File: config.mk
export PLATFORM = sky130hd
export DESIGN_NAME = adder_tree_accumulator_flat
export DESIGN_NICKNAME = d
export VERILOG_FILES = /design/src/rtl/conv_pkg.sv /design/src/rtl/adder_tree_accumulator_if.sv /design/src/rtl/adder_tree_accumulator_tree.sv /design/src/rtl/adder_tree_accumulator.sv /design/src/flat_wrapper.sv
export SDC_FILE = /design/constraint.sdc
export NUM_CORES = 1
export LEC_CHECK = 0
export BUFFER_PORTS_ARGS = -buffer_cell sky130_fd_sc_hd__buf_2
export CELL_PAD_IN_SITES_DETAIL_PLACEMENT = 1
export CELL_PAD_IN_SITES_GLOBAL_PLACEMENT = 2
export CORE_MARGIN = 2
export CORE_UTILIZATION = 37
export DETAILED_ROUTE_END_ITERATION = 10
export PLACE_DENSITY_LB_ADDON = 0.2
export SLEW_MARGIN = 10
export SYNTH_ARGS = -nofsm -noshare
export SYNTH_HDL_FRONTEND = slang
export SYNTH_SLANG_ARGS = --single-unit
File: constraint.sdc
create_clock -name clk -period 4.2 [get_ports clk]
set_input_delay 0.42 -clock clk [delete_from_list [all_inputs] [get_ports clk]]
set_output_delay 0.42 -clock clk [all_outputs]
set_load 0.02 [all_outputs]
File: src/rtl/conv_pkg.sv
// Shared types and defaults for the convolution datapath (Hadamard unit and
// adder-tree accumulator).
package conv_pkg;

  localparam int DEFAULT_WIDTH    = 32;
  localparam int DEFAULT_SIZE     = 9;
  localparam int DEFAULT_CHANNELS = 3;

  typedef logic [DEFAULT_WIDTH-1:0] word_t;
  typedef word_t [DEFAULT_SIZE-1:0] vec_t;

  // Number of leaves once the product vector is padded to a power of two.
  function automatic int tree_width(input int size);
    return 1 << $clog2(size);
  endfunction

endpackage

File: src/rtl/adder_tree_accumulator_if.sv
// Product-vector input and result output handshake of the adder-tree accumulator.
interface adder_tree_accumulator_if #(
  parameter int WIDTH = conv_pkg::DEFAULT_WIDTH,
  parameter int SIZE  = conv_pkg::DEFAULT_SIZE
);

  logic [SIZE-1:0][WIDTH-1:0] din;
  logic                       in_valid;
  logic                       in_ready;
  logic                       clear;
  logic [WIDTH-1:0]           dout;
  logic                       out_valid;
  logic                       out_ready;

  modport master (
    output din, in_valid, clear, out_ready,
    input  in_ready, dout, out_valid
  );

  modport slave (
    input  din, in_valid, clear, out_ready,
    output in_ready, dout, out_valid
  );

endinterface

File: src/rtl/adder_tree_accumulator_tree.sv
// Registered binary adder tree: SIZE words reduced to one sum in $clog2(SIZE)
// enabled cycles, one vector per cycle, modulo 2^WIDTH.
module pipelined_adder_tree
  import conv_pkg::*;
#(
  parameter int WIDTH = DEFAULT_WIDTH,
  parameter int SIZE  = DEFAULT_SIZE
) (
  input  logic                       clk,
  input  logic                       rst_n,
  input  logic                       en,
  input  logic                       clear,
  input  logic [SIZE-1:0][WIDTH-1:0] din,
  input  logic                       in_valid,
  output logic [WIDTH-1:0]           sum,
  output logic                       sum_valid
);

  localparam int LEVELS = $clog2(SIZE);
  localparam int PAD    = tree_width(SIZE);

  logic [PAD-1:0][WIDTH-1:0] padded;

  // NOTE: give every always_comb output a full default first so no latch is inferred.
  always_comb begin
    padded            = '0;
    padded[SIZE-1:0]  = din;
  end

  for (genvar l = 0; l < LEVELS; l++) begin : g_level
    localparam int N = PAD >> (l + 1);

    logic [2*N-1:0][WIDTH-1:0] d;
    logic                      v_in;
    logic [N-1:0][WIDTH-1:0]   q;
    logic                      v;

    if (l == 0) begin : g_first
      assign d    = padded;
      assign v_in = in_valid;
    end else begin : g_next
      assign d    = g_level[l-1].q;
      assign v_in = g_level[l-1].v;
    end

    // NOTE: non-blocking assignments so each level captures the previous level's
    // pre-edge value; data registers are reset too so nothing powers up as X.
    always_ff @(posedge clk or negedge rst_n) begin
      if (!rst_n) begin
        q <= '0;
        v <= 1'b0;
      end else if (clear) begin
        v <= 1'b0;
      end else if (en) begin
        v <= v_in;
        for (int i = 0; i < N; i++) begin
          q[i] <= d[2*i] + d[2*i+1];
        end
      end
    end
  end

  assign sum       = g_level[LEVELS-1].q[0];
  assign sum_valid = g_level[LEVELS-1].v;

endmodule

File: src/rtl/adder_tree_accumulator.sv
// Reduces each product vector through the adder tree, sums CHANNELS consecutive
// results into one output pixel and holds it on a valid/ready output.
module adder_tree_accumulator
  import conv_pkg::*;
#(
  parameter int WIDTH    = DEFAULT_WIDTH,
  parameter int SIZE     = DEFAULT_SIZE,
  parameter int CHANNELS = DEFAULT_CHANNELS
) (
  input  logic                      clk,
  input  logic                      rst_n,
  adder_tree_accumulator_if.slave   bus
);

  localparam int              CW   = (CHANNELS < 2) ? 1 : $clog2(CHANNELS + 1);
  localparam logic [CW-1:0]   LAST = CW'(CHANNELS - 1);

  logic             en;
  logic [WIDTH-1:0] tree_sum;
  logic             tree_valid;
  logic [WIDTH-1:0] acc;
  logic [CW-1:0]    ch_cnt;
  logic [WIDTH-1:0] sum_next;
  logic [WIDTH-1:0] dout_q;
  logic             out_valid_q;

  // The whole pipeline advances only when the output register can take a result.
  assign en           = !out_valid_q || bus.out_ready;
  assign bus.in_ready = en;
  assign bus.dout      = dout_q;
  assign bus.out_valid = out_valid_q;

  pipelined_adder_tree #(
    .WIDTH (WIDTH),
    .SIZE  (SIZE)
  ) u_tree (
    .clk       (clk),
    .rst_n     (rst_n),
    .en        (en),
    .clear     (bus.clear),
    .din       (bus.din),
    .in_valid  (bus.in_valid),
    .sum       (tree_sum),
    .sum_valid (tree_valid)
  );

  // Channel 0 starts a fresh pixel, so the stale accumulator is ignored.
  assign sum_next = tree_sum + ((ch_cnt == '0) ? {WIDTH{1'b0}} : acc);

  always_ff @(posedge clk or negedge rst_n) begin
    if (!rst_n) begin
      acc         <= '0;
      ch_cnt      <= '0;
      dout_q      <= '0;
      out_valid_q <= 1'b0;
    end else if (bus.clear) begin
      acc         <= '0;
      ch_cnt      <= '0;
      out_valid_q <= 1'b0;
    end else if (en) begin
      // Enabled with out_valid set means the consumer took dout this cycle.
      out_valid_q <= 1'b0;
      if (tree_valid) begin
        if (ch_cnt == LAST) begin
          dout_q      <= sum_next;
          out_valid_q <= 1'b1;
          acc         <= '0;
          ch_cnt      <= '0;
        end else begin
          acc    <= sum_next;
          ch_cnt <= ch_cnt + CW'(1);
        end
      end
    end
  end

endmodule

File: src/flat_wrapper.sv
// flat-port wrapper written by rule: the top's interface ports become plain ports
module adder_tree_accumulator_flat import conv_pkg::*;
#(
  parameter int WIDTH    = DEFAULT_WIDTH,
  parameter int SIZE     = DEFAULT_SIZE,
  parameter int CHANNELS = DEFAULT_CHANNELS
)
  (clk, rst_n, bus_din, bus_in_valid, bus_clear, bus_out_ready, bus_in_ready, bus_dout, bus_out_valid);
  adder_tree_accumulator_if #(.WIDTH(WIDTH), .SIZE(SIZE)) bus_i ();
  input  logic clk;
  input  logic rst_n;
  input wire logic [$bits(bus_i.din)-1:0] bus_din;
  input wire logic [$bits(bus_i.in_valid)-1:0] bus_in_valid;
  input wire logic [$bits(bus_i.clear)-1:0] bus_clear;
  input wire logic [$bits(bus_i.out_ready)-1:0] bus_out_ready;
  output wire logic [$bits(bus_i.in_ready)-1:0] bus_in_ready;
  output wire logic [$bits(bus_i.dout)-1:0] bus_dout;
  output wire logic [$bits(bus_i.out_valid)-1:0] bus_out_valid;
  assign bus_i.din = bus_din;
  assign bus_i.in_valid = bus_in_valid;
  assign bus_i.clear = bus_clear;
  assign bus_i.out_ready = bus_out_ready;
  assign bus_in_ready = bus_i.in_ready;
  assign bus_dout = bus_i.dout;
  assign bus_out_valid = bus_i.out_valid;
  adder_tree_accumulator #(.WIDTH(WIDTH), .SIZE(SIZE), .CHANNELS(CHANNELS)) u_core (.clk(clk), .rst_n(rst_n), .bus(bus_i));
endmodule
======== Word level (Yosys, flattened, before mapping) ========
Cells that the tools add are included.
word-level totals
  register bits after elaboration ......... 423
  bits in latches ......................... 0
  bits in writable memories ............... 0
  ROM bits ................................ 0
  output and inout bits ................... 34
  memories kept ........................... 0
operators by class
  $add $sub $neg .......................... 10
  $mul .................................... 0
  div/mod/pow operators ................... 0
  magnitude comparators ................... 0
  equality and inequality tests ........... 1
  shift operators ......................... 0
  mux-type cells .......................... 21
  bitwise gates (word level) .............. 1
  reduce and logical (&&, ||, !) cells .... 8
operators by type and width
  kind                                          number
  adder 32 bit                                  9
  two-way mux 32 bit                            5
  two-way mux 1 bit                             12
  two-way mux 2 bit                             4
  AND reduction 2 bit                           2
  AND reduction 4 bit                           1
  nonzero test 2 bit                            2
  adder 2 x 1 -> 2 bit (second input constant)  1
  == test 2 bit (second input constant)         1
  logical NOT 2 bit                             1
  logical NOT 1 bit                             1
  logical OR 1 bit                              1
  inverter 1 bit                                1

======== Depth between registers and ports, before layout ========
  depth after elaboration ................. 7
  mapped depth ............................ 15

======== Modules after synthesis ========
Synthesis repeated with hierarchy kept, for this count alone.
second synthesis, totals
  cell total of the unflattened synthesis .. 3,454
  area total of the unflattened synthesis .. 29,325.6 µm²
modules (own cells, without submodules)
  module                  times used  cells an instance  area each (µm²)  seq. area each (µm²)
  pipelined_adder_tree    1           2,935              24,806.3         8,908.5
  adder_tree_accumulator  1           519                4,519.3          1,676.6

======== Worst setup path before layout ========
No wires, ideal clock.
  path type ............................... register to register
  start point ............................. register u_core.ch_cnt[1]
  end point ............................... register u_core.dout_q[30], in the netlist u_core.bus.dout[30]
  arrival time ............................ 3.448 ns
  required time ........................... 4.075 ns
  path slack .............................. 0.628 ns
  cell stages (with the launch flop) ...... 16
  path buffers ............................ 1
  cells stage by stage .................... dfrtp_1 -> nor2_1 -> clkbuf_1 -> nor2b_1 -> ha_1 -> fa_1 -> a211o_1 -> o211ai_1 -> a221oi_2 -> o21bai_2 -> o311ai_2 -> a41o_1 -> o211a_1 -> nor2_1 -> xnor2_1 -> mux2_2
between the ends
  longest elaborated chain between the ends .. 3
  elaborated cells on any way between the ends .. 5
  those cells by class .................... add/sub (1); eq/ne (1); mux (1); reduce/logical (2)
RTL lines
  item                      RTL line                      source
  start: declaration        adder_tree_accumulator.sv:22  logic [CW-1:0] ch_cnt;
  start signal: assignment  adder_tree_accumulator.sv:71  ch_cnt <= ch_cnt + CW'(1);
  logical NOT 2 bit         adder_tree_accumulator.sv:48  assign sum_next = tree_sum + ((ch_cnt == '0) ? {WIDTH{1'b0}} : acc);
  two-way mux 32 bit        adder_tree_accumulator.sv:48
  adder 32 bit              adder_tree_accumulator.sv:48
  end signal: assignment    adder_tree_accumulator.sv:65  dout_q <= sum_next;
  end: declaration          adder_tree_accumulator.sv:24  logic [WIDTH-1:0] dout_q;
Parallel ways exist; a longest one is shown, timed or not.
A chain may end at the register's enable or synchronous reset.

======== Final worst setup path ========
  start point ............................. register u_core.ch_cnt[1]
  end point ............................... register u_core.dout_q[29], in the netlist u_core.bus.dout[29]
The elaborated chain is that of the path after synthesis.

==> results by group <==
Route
  – DR vias: 25022
  – Post-DR wirelength/cell: 18.52 um
  – Drt first-iter violations: 1103
  – Remaining antenna violation count: 0
  – WL final: 86.98 mm
  – Drt pass-1 iters: 5
  – Routed vias/inst: 5.328
  – DRC Markers: 0

Critical path
  – Crit-path cells: nor2_1, buf_4, nor2b_1, ha_1, o21ai_0, o21ai_0, a31o_2, nand2_1, o41ai_2, or2_1, a31oi_1, o41ai_2, xor2_1, mux2_2
  – CP Class: reg2reg
  – RR Startpoint: u_core.ch_cnt[1]$_DFFE_PN0P_
  – Critical path data arrival time: 4220 ps
  – Worst path buffer plus inverter count: 1
  – Crit end category: register
  – Largest stage delay, worst path: 410 ps
  – Crit-path leading delay family: compound AO/OA/AOI/OAI gates
  – Worst reg2reg setup slack: 470 ps
  – RR Endpoint: u_core.bus.dout[29]$_DFFE_PN0P_
  – Worst Path Required: 4690 ps
  – CP Launch Type: register
  – Worst reg2reg path depth: 14
  – Critical path's slowest cell: dfrtp_1
  – Largest fanout on the critical path: 18

STA
  – Max Fclk: 0.2679 GHz
  – Tcrit/Tclk final: 88.89%
  – Final Max Slew Viols: 0
  – Fin Setup TNS: 0 ps
  – Hold Slack: 31.55 ps
  – Min Tclk post-route: 3733 ps
  – Slew HR: 29.73%
  – Worst-Margin Slew: 1052 ps
  – # setup viols final: 0
  – Final setup skew: 24.49 ps
  – Final setup margin: 466.6 ps
  – Hold Violations, Final: 0
  – RSZ-0062 raised after global routing: false

Power and ir drop
  – Sequential Power Share: 32.7%
  – Net Sw Frac: 39.87%
  – Comb pwr share: 42.4%
  – P per Cell Area: 542.0 mW/mm^2
  – Net Switching: 7.301 mW
  – Share of total power in the clock network: 24.9%
  – Maximum vdd drop: 0.3403 mV
  – Static Leak: 16.60 nW
  – Cell Int Power: 11.01 mW

Flow run
  – Maxcap violations: 0

Synthesis
  – Post-synthesis sequential area ratio: 36.64%
  – Net count after synthesis: 3879
  – Mapped Cells: 3298
  – Synth Area per Inst: 8.760 sq um
  – Most numerous cell in the Yosys netlist: nand2_1
  – Distinct cells, synth: 93
  – #FFs+latches synth: 423
  – Dominant synthesized flop cell: dfrtp_1
  – Ranking of synthesized cells by area: dfrtp_1 37%, ha_1 12%, nand2_1 8.7%, o21ai_0 5.4%, a21oi_1 4.2%
  – Post-synth ARST share: 100.0%
  – Synth top area share: 36.64%
  – Ys Warns: 0
  – Synth Cell Area: 0.02889 sq mm
  – Synth top cells by count: 673 x nand2_1, 423 x dfrtp_1, 310 x o21ai_0, 279 x ha_1, 240 x a21oi_1
  – Most area-hungry cell type in the Yosys netlist: dfrtp_1
  – Post-synth EDFFs: 0

Clocking
  – CTS tree: done
  – Htree depth: 2
  – Maximum buffer depth of the clock tree: 3
  – Clk sinks: 423
  – Number of buffers added for setup after CTS: 0
  – Clk_lat worst skew: 610 ps
  – CTS buffer count: 52
  – Reg clk slew, reported paths: 60 ps
  – Root Driver: clkbuf_16
  – Post-CTS sizing: 0
  – Hold_buf cts: 26

Floorplanning
  – Cell Rows: 102
  – I/O pins: 327
  – Die Width: 283.4 um
  – Initial core utilization: 37.35%
  – Die area: 0.08033 sq mm
  – Core Box Area: 0.07734 sq mm
  – Die Height: 283.4 um

GRT
  – Initial antenna violation count: 0
  – Total GRT Usage: 21.50%
  – First-pass GRT wire length: 143.3 mm
  – Vias in the first global route: 26978
  – Largest net degree at the start of global routing: 127
  – GRT Residual Overflow: 0

Placed design
  – PortBufs: 326
  – GP Congestion: 0.8778
  – Post-DP HPWL: 68.51 mm
  – Place WS: 505.0 ps

Status
  – Status: finished clean

Hold path
  – Hold path depth: 3
  – HP Class: in2reg
  – Hold EP: u_core.u_tree.g_level[0].q[158]$_DFFE_PN0P_
  – Hold Path Origin: bus_din[286]

Final layout
  – Ant. Diodes: 0
  – Register Area: 0.01059 sq mm
  – Multi-input logic area: 0.01758 sq mm
  – Proportion of layout cells with a drive suffix above 1: 14.06%
  – Final Util: 43.69%
  – Area Overhead vs Synth: 16.96%
  – FILL cells: 9193
  – Nets@finish: 4205
==> registers in the layout, indices dropped and copies added, names as in the netlist <==
| signal | count |
|---|---|
| u_core.u_tree.g_level.q | 320 |
| u_core.bus.dout | 32 |
| u_core.u_tree.g_level.v | 3 |
| u_core.acc | 32 |
| u_core.u_tree.sum_valid | 1 |
| u_core.bus.out_valid | 1 |
| u_core.ch_cnt | 2 |
| u_core.u_tree.sum | 32 |
==> worst reg2reg max path, stage by stage (launching register included) <==
cell,delay [ps]
dfrtp_1,410
nor2_1,200
buf_4,290
nor2b_1,90
ha_1,380
o21ai_0,150
o21ai_0,180
a31o_2,200
nand2_1,170
o41ai_2,390
or2_1,210
a31oi_1,170
o41ai_2,380
xor2_1,130
mux2_2,280
==> worst max path at each step <==
stage,depth (start not counted),endpoint,slack (ps),start
floorplan,15,u_core.bus.dout[30]$_DFFE_PN0P_,630,u_core.ch_cnt[1]$_DFFE_PN0P_
global placement,14,u_core.bus.dout[30]$_DFFE_PN0P_,540,u_core.ch_cnt[1]$_DFFE_PN0P_
detailed placement,14,u_core.bus.dout[29]$_DFFE_PN0P_,510,u_core.ch_cnt[1]$_DFFE_PN0P_
CTS,14,u_core.bus.dout[29]$_DFFE_PN0P_,470,u_core.ch_cnt[1]$_DFFE_PN0P_
global route,14,u_core.bus.dout[27]$_DFFE_PN0P_,130,u_core.ch_cnt[1]$_DFFE_PN0P_
finish,14,u_core.bus.dout[29]$_DFFE_PN0P_,470,u_core.ch_cnt[1]$_DFFE_PN0P_
==> cell usage in the layout (no fill, tap or decap), types with 80 or more instances in the layout <==
cell / count
a21oi_1: 239
inv_1: 80
xor2_1: 130
nor2_1: 115
buf_2: 325
o21ai_0: 310
dfrtp_1: 423
nand2_1: 673
xnor2_1: 119
a21o_1: 130
ha_1: 279
==> final cells by class <==
type | count | share of cell area (%)
clock buffer | 72 | 4.403
clock inverter | 14 | 0.6777
inverter | 81 | 0.8999
multi-input combinational | 2684 | 52.03
sequential | 423 | 31.33
tap | 1040 | 3.851
timing repair buffer | 382 | 6.814
==> per-layer routing <==
| layer | global-route usage, % | wire length [um] | up-vias |
|---|---|---|---|
| met4 | 5.066 | 1843 | 0 |
| met1 | 27.65 | 39250 | 12267 |
| met2 | 38.70 | 43760 | 282 |
| met3 | 2.138 | 2127 | 106 |
| li1 | - | - | 12367 |
| met5 | 0 | 0 | - |
==> power groups by stage <==
| stage | Sequential [mW] | Combinational, mW | Clock [mW] |
|---|---|---|---|
| after detailed placement | 6.08 | 7.78 | 0 |
| after CTS | 6.02 | 7.86 | 4.70 |
| after global routing | 6.09 | 8.79 | 4.86 |
| after global placement | 6.06 | 7.57 | 0 |
| final | 5.99 | 7.76 | 4.57 |
| after floorplan | 5.50 | 5.73 | 0 |
==> kinds of logic after synthesis <==
family                     synth area share [%]
muxes                                     1.512
adders and majority gates                 12.71
and+or+nand+nor                           17.15
AOI/OAI and AO/OA                         21.84
buffers and inverters                     2.603
xor gates and xnor gates                  7.549
DFF                                       36.64
==> per-stage QoR <==
step / cell area (sq um) / std cells / power [mW]
after detailed placement: 31810 / 4584 / 13.86
final: 33790 / 4696 / 18.31
after global placement: 31810 / 4584 / 13.63
after global routing: 33790 / 4696 / 19.75
after CTS: 33790 / 4696 / 18.58
after floorplan: 28890 / 3298 / 11.24
(Power assumes the default switching activity.)
